**config.mk**
```make
export PLATFORM = sky130hd
export DESIGN_NAME = ysyx_23060208_ifu
export DESIGN_NICKNAME = d
export VERILOG_FILES = /design/src/rtl/ysyx_23060208_ifu.sv
export SDC_FILE = /design/constraint.sdc
export NUM_CORES = 1
export LEC_CHECK = 0
export ABC_CLOCK_PERIOD_IN_PS = 3800
export CORE_MARGIN = 1
export CORE_UTILIZATION = 55
export CTS_CLUSTER_SIZE = 12
export DETAILED_ROUTE_END_ITERATION = 8
export DONT_BUFFER_PORTS = 1
export PLACE_DENSITY = 0.77
export SYNTH_ARGS = -nofsm -noshare
export SYNTH_HDL_FRONTEND = slang
export SYNTH_SLANG_ARGS = --single-unit
```
**constraint.sdc**
```tcl
create_clock -name clk -period 3.8 [get_ports clk]
set_input_delay 0.95 -clock clk [delete_from_list [all_inputs] [get_ports clk]]
set_output_delay 0.95 -clock clk [all_outputs]
set_load 0.05 [all_outputs]
```
**src/rtl/ysyx_23060208_ifu.sv**
```systemverilog
`default_nettype none
// ============================================================================
// Module   : ysyx_23060208_ifu
// Purpose  : Instruction fetch unit of the ysyx_23060208 NPC core. Owns the
//            architectural fetch PC, issues one word read at a time to the
//            instruction memory, captures the returned word and presents
//            {pc, inst} to decode over a valid/allowin handshake. Accepts PC
//            redirects from EXU and discards any wrong-path fetch in flight.
// Ports    : clk, rst                  clock, synchronous active-high reset
//            imem_req_valid/ready/addr fetch request channel (addr == pc)
//            imem_resp_valid/data      single-cycle read response
//            redirect_valid/pc         next-PC override from EXU
//            ifu_to_idu_bus/valid      {pc, inst} to decode
//            idu_allowin               decode accepts the bus this cycle
// Revision : 1.0 - initial release
// ============================================================================
module ysyx_23060208_ifu #(
    parameter int                    DATA_WIDTH = 32,
    parameter logic [DATA_WIDTH-1:0] RESET_PC   = 32'h8000_0000
) (
    input  logic                      clk,
    input  logic                      rst,
    output logic                      imem_req_valid,
    input  logic                      imem_req_ready,
    output logic [DATA_WIDTH-1:0]     imem_req_addr,
    input  logic                      imem_resp_valid,
    input  logic [DATA_WIDTH-1:0]     imem_resp_data,
    input  logic                      redirect_valid,
    input  logic [DATA_WIDTH-1:0]     redirect_pc,
    output logic [2*DATA_WIDTH-1:0]   ifu_to_idu_bus,
    output logic                      ifu_to_idu_valid,
    input  logic                      idu_allowin
);

    typedef enum logic [1:0] {
        IDLE = 2'd0,
        REQ  = 2'd1,
        WAIT = 2'd2,
        HOLD = 2'd3
    } state_t;

    state_t                  state;
    logic [DATA_WIDTH-1:0]   pc;
    logic [DATA_WIDTH-1:0]   inst_r;
    logic [DATA_WIDTH-1:0]   pc_out_r;
    logic [DATA_WIDTH-1:0]   pending_pc;
    logic                    drop;

    // Instruction addresses are word aligned; the two low bits are cleared.
    logic [DATA_WIDTH-1:0]   redirect_target;
    assign redirect_target = redirect_pc & ~DATA_WIDTH'(3);

    always_ff @(posedge clk) begin
        if (rst) begin
            state      <= IDLE;
            pc         <= RESET_PC;
            inst_r     <= '0;
            pc_out_r   <= '0;
            pending_pc <= '0;
            drop       <= 1'b0;
        end else begin
            case (state)
                IDLE: begin
                    if (redirect_valid) begin
                        pc <= redirect_target;
                    end
                    state <= REQ;
                end
                REQ: begin
                    // The address must not move while the request is
                    // asserted, so the target is parked until the old
                    // request's response has been thrown away.
                    if (redirect_valid) begin
                        pending_pc <= redirect_target;
                        drop       <= 1'b1;
                    end
                    if (imem_req_ready) begin
                        state <= WAIT;
                    end
                end
                WAIT: begin
                    if (imem_resp_valid) begin
                        if (redirect_valid) begin
                            // Response and redirect together: the newest
                            // target wins, the word is discarded.
                            pc    <= redirect_target;
                            drop  <= 1'b0;
                            state <= REQ;
                        end else if (drop) begin
                            pc    <= pending_pc;
                            drop  <= 1'b0;
                            state <= REQ;
                        end else begin
                            inst_r   <= imem_resp_data;
                            pc_out_r <= pc;
                            state    <= HOLD;
                        end
                    end else if (redirect_valid) begin
                        // A later redirect simply overwrites the parked one.
                        pending_pc <= redirect_target;
                        drop       <= 1'b1;
                    end
                end
                HOLD: begin
                    if (redirect_valid) begin
                        pc    <= redirect_target;
                        state <= REQ;
                    end else if (idu_allowin) begin
                        pc    <= pc + DATA_WIDTH'(4);
                        state <= REQ;
                    end
                end
                default: begin
                    state <= IDLE;
                end
            endcase
        end
    end

    assign imem_req_valid   = (state == REQ);
    assign imem_req_addr    = pc;
    // A redirect in HOLD kills the held instruction in the same cycle.
    assign ifu_to_idu_valid = (state == HOLD) && !redirect_valid;
    assign ifu_to_idu_bus   = {pc_out_r, inst_r};

endmodule
`default_nettype wire

```
; Word-level counts from Yosys, hierarchy flattened
; Cells that the tools add are included.
[word_totals]
in_bits = 70
latch_bits = 0
mem_bits_ro = 0
out_inout_bits = 98
regBits = 131
word_cells = 47
ram_bits = 0
mem_count = 0
[classes]
shifts = 0
mul = 0
n_eq_ne = 9
n_lt_le_gt_ge = 0
reduce_logical = 9
muxes = 20
n_addsub = 1
n_bitwise = 2
div = 0
[op_table]
columns = op, count
row1 = $mux W32, 8
row2 = $pmux W32 S3, 1
row3 = $pmux W32 S2, 1
row4 = $add A32 B3 Y32 const B, 1
row5 = $mux W2, 6
row6 = $pmux W2 S4, 1
row7 = $ne A2 B2 Y1 const B, 3
row8 = $ne A3 B3 Y1 const B, 2
row9 = $reduce_and A5 Y1, 1
row10 = $eq A2 B2 Y1 const B, 2
row11 = $reduce_and A4 Y1, 1
row12 = $reduce_and A3 Y1, 1
row13 = $reduce_bool A3 Y1, 1
row14 = $eq A2 B1 Y1 const B, 1
row15 = $logic_not A2 Y1, 1
row16 = $mux W1, 2
row17 = $ne A2 B1 Y1 const B, 1
row18 = $not A1 Y1, 2
row19 = $pmux W1 S2, 1
row20 = $reduce_and A2 Y1, 1
row21 = $reduce_bool A2 Y1, 1
row22 = $logic_and A1 B1 Y1, 1
row23 = $logic_not A1 Y1, 1

; Depth between registers and ports, before layout
[logic_depth]
word_depth = 4
depth_mapped = 10
mapped_depth_nobuf = 7

; Worst setup path before layout
; OpenSTA, ideal clock, no wires.
[synth_path]
path_type = in2out
start = input redirect_valid
end = output ifu_to_idu_valid
arrival_time_ps = 1621
path_stages = 4
path_slack_ps = 1229
t_required_ps = 2850
path_buffers = 2
path_cell_list = nand2b_1 buf_4 inv_1 buf_2
[synth_between]
elab_chain_cells = 2
[synth_rtl]
columns = item, line_no
row1 = start: declaration, 28  ; input logic redirect_valid,
row2 = $logic_not A1 Y1, 123  ; assign ifu_to_idu_valid = (state == HOLD) && !redirect_valid;
row3 = $logic_and A1 B1 Y1, 123
row4 = end: declaration, 31  ; output logic ifu_to_idu_valid,
; No other way between the ends.

; Worst setup path after layout
[layout_path]
start = register state[0]
end = output ifu_to_idu_valid
[layout_between]
elab_chain_cells = 2
[layout_rtl]
columns = item, line_no
row1 = start: declaration, 42  ; state_t state;
row2 = start signal: assignment, 55  ; state <= IDLE;
row3 = start signal: assignment, 67  ; state <= REQ;
row4 = start signal: assignment, 78  ; state <= WAIT;
row5 = $eq A2 B2 Y1, 123
row6 = $logic_and A1 B1 Y1, 123
; No other way between the ends.

==> flow_summary.ini <==
[status]
outcome = finished clean

[timing]
fin_crit_sh_pct = 74.9
slew_headroom_pct = 27.1
fin_skew_ns = 0.00564
post-route-min-period_ns = 2.85
rsz0062_at_grt = false
setup_viol = 0
finalHoldViolCount = 0
worstMarginPinSlew_ns = 1.09
slew_violations = 0
finalSetupTns_ns = 0
fmax_mhz = 351

[die]
die-area_sq_um = 11100
initial_utilization_pct = 56.8
core_sq_um = 10300
io-pin-count = 168
rows = 37
die_h_microns = 105
die_w_microns = 105

[yosys]
ys_types = 59
syn_nets = 824
syn_area_per_cell_sq_um = 7.84
async_flop_share_pct = 0
ys_ff_latch = 131
synth.largest_area_cell = dfxtp_1
synth_ff_type = dfxtp_1
synth_common_cells = 209 x nand2_1, 131 x dfxtp_1, 124 x a21oi_1
ys_warn_count = 0
synth.area.top_cells = dfxtp_1 45%, nand2_1 13%, a21oi_1 11%, o21ai_0 2.2%, a22oi_1 1.9%
synth.most_common_cell = nand2_1
ys_seq_area_share_pct = 44.7
synth_edf_count = 0
netlist_area_sq_um = 5870
netlist.area_leader.share_pct = 44.7
synthCells = 748

[global_routing]
grt-ovfl-total = 0
track_usage_pct = 28.2
grt_pass1_wl_mm = 24.8
grt_max_degree = 136
grt_pass1_vias = 5089
antenna_found_initial = 0

[min_path]
whs_path_depth = 2
min_from = pending_pc[25]
hold_path_class = reg -> reg
hold_end = pending_pc[25]

[clocking]
clk_pin_slew_ns = 0.06
clock_sinks = 131
numCtsBuffers = 17
cts_setup_buffers = 0
clk_path_buf_depth = 2
post_cts_resized = 0
clk_latency_ns = 0.52
clock_tree.root_cell = clkbuf_8
cts_tree = built
postCtsHoldBufs = 0
htreeDepth = 4

[critical_path]
startpoint = state[0]
critPathKind = reg -> out
startpoint_type = flip-flop
crit_path_max_fanout = 19
rr_worst_depth = 8
crit_family = buffers and inverters
worst_path_largest_cell_delay_ns = 0.41
r2r_start = state[0]
path_cells = ha_1, nand2b_1, buf_4, inv_1, buf_4
rrSetupSlack_ns = 1.03
critPathSlowestCell = dfxtp_1
arrival_ns = 1.90
critical_path_cell_count = 5
r2r-end = imem_req_addr[28]
cp-end-kind = output pin
worstPathBufferInverterCount = 3
crit_top_cell = buf_4
crit_required_ns = 2.85

[drt]
post-route-drc-count = 0
num_vias = 5364
drt-wirelength-per-cell_microns = 17.9
firstDrtPassIters = 5
ant_nets = 0
totalWireLength_mm = 15.6
vias_per_cell = 6.15
drt_iter0_drc = 435

[pwr]
p_leak_nw = 2.29
power_density_nw_per_um2 = 589
ir_drop_mv = 0.271
fin_total_pwr_mw = 3.84

[finish]
fin_area_sq_um = 6520
final_net_count = 799
stdcell_count = 872
diodes = 0
drive_gt1_share_pct = 8.56
area_growth_pct = 11.2

[placed_design]
place_area_sq_um = 5880
dp.cells = 840
dp_hpwl_mm = 10.6
port_buffers = 0
gp_congestion = 0.854

[flow_run]
maxCapViolCount = 0
==> kinds of logic (layout without fill, tap and decap cells) <==
family / count (synthesis) / in the layout / synth area share, %
AND/OR/NAND/NOR: 307 / 307 / 23.9
buffers and inverters: 72 / 60 / 5.65
flip-flops: 131 / 131 / 44.7
multiplexers: 3 / 3 / 0.555
adder cells (fa/ha/maj): 6 / 6 / 1.28
AO/OA/AOI/OAI: 228 / 228 / 23.7
XOR/XNOR: 1 / 1 / 0.149
==> layout by cell type (no fill, tap or decap), types with 3 or more instances in the layout <==
master / n
o32ai_1: 4
clkbuf_16: 16
nand3_1: 14
a21oi_1: 124
and2_1: 6
a21o_1: 4
nor3_1: 7
dfxtp_1: 131
a31oi_1: 12
and3_1: 6
buf_4: 17
a22oi_1: 15
o21ai_0: 26
nor2_1: 20
nand2b_1: 6
ha_1: 6
o31a_1: 3
nand2_1: 208
inv_1: 11
and4_1: 5
bufinv_16: 5
a211oi_1: 5
nand4_1: 12
nor4_1: 4
a22o_1: 11
clkinv_2: 3
o41ai_1: 4
==> worst max-delay path by stage <==
| stage | end |
|---|---|
| detailed placement | imem_req_addr[28] |
| global route | imem_req_addr[15] |
| global placement | imem_req_addr[28] |
| floorplan | ifu_to_idu_valid |
| CTS | ifu_to_idu_valid |
| finish | ifu_to_idu_valid |
==> registers in the layout (all words and copies together), names as in the netlist <==
signal / cells
drop: 1
imem_req_addr: 32
inst_r: 32
pc_out_r: 32
pending_pc: 32
state: 2
==> per-stage QoR <==
stage | hold WS [ns] | setup slack, ns | utilization (%)
floorplan | 0.436 | 1.23 | -
global placement | 0.435 | 1.01 | 57.0
detailed placement | 0.441 | 0.961 | 57.0
CTS | 0.451 | 0.952 | 63.2
global route | 0.469 | 0.800 | 63.2
finish | 0.449 | 0.955 | 63.2
==> layout make-up <==
type                            count  area [sq um]
Tap cell                          136           170
Clock inverter                     13           206
Timing Repair Buffer               17           128
Multi-Input combinational cell    545          2920
Fill cell                         907          3800
Inverter                           11          41.3
Clock buffer                       19           432
Sequential cell                   131          2620
==> worst reg2reg max path, cell delays in order (launching register included) <==
cell and delay [ns]:
dfxtp_1 0.41, inv_1 0.09, ha_1 0.38, nor3b_4 0.26
nor3_4 0.27, and2_1 0.52, buf_4 0.31, nand2b_1 0.22
o221ai_1 0.24
==> layer usage <==
layer / part of all wire (%) / vias to the layer above / global-route usage, %
li1: - / 2570 / -
met1: 41 / 2493 / 35.0
met2: 46 / 287 / 44.7
met3: 11 / 14 / 10.6
met4: 0.95 / 0 / 10.2
met5: 0 / - / 0
==> where the power goes <==
| group | internal, mW | switching (mW) |
|---|---|---|
| Sequential | 1.45 | 0.256 |
| Clock | 1.15 | 0.595 |
| Combinational | 0.133 | 0.255 |
| Total | 2.73 | 1.11 |
Power figures use the tool's default switching activity.
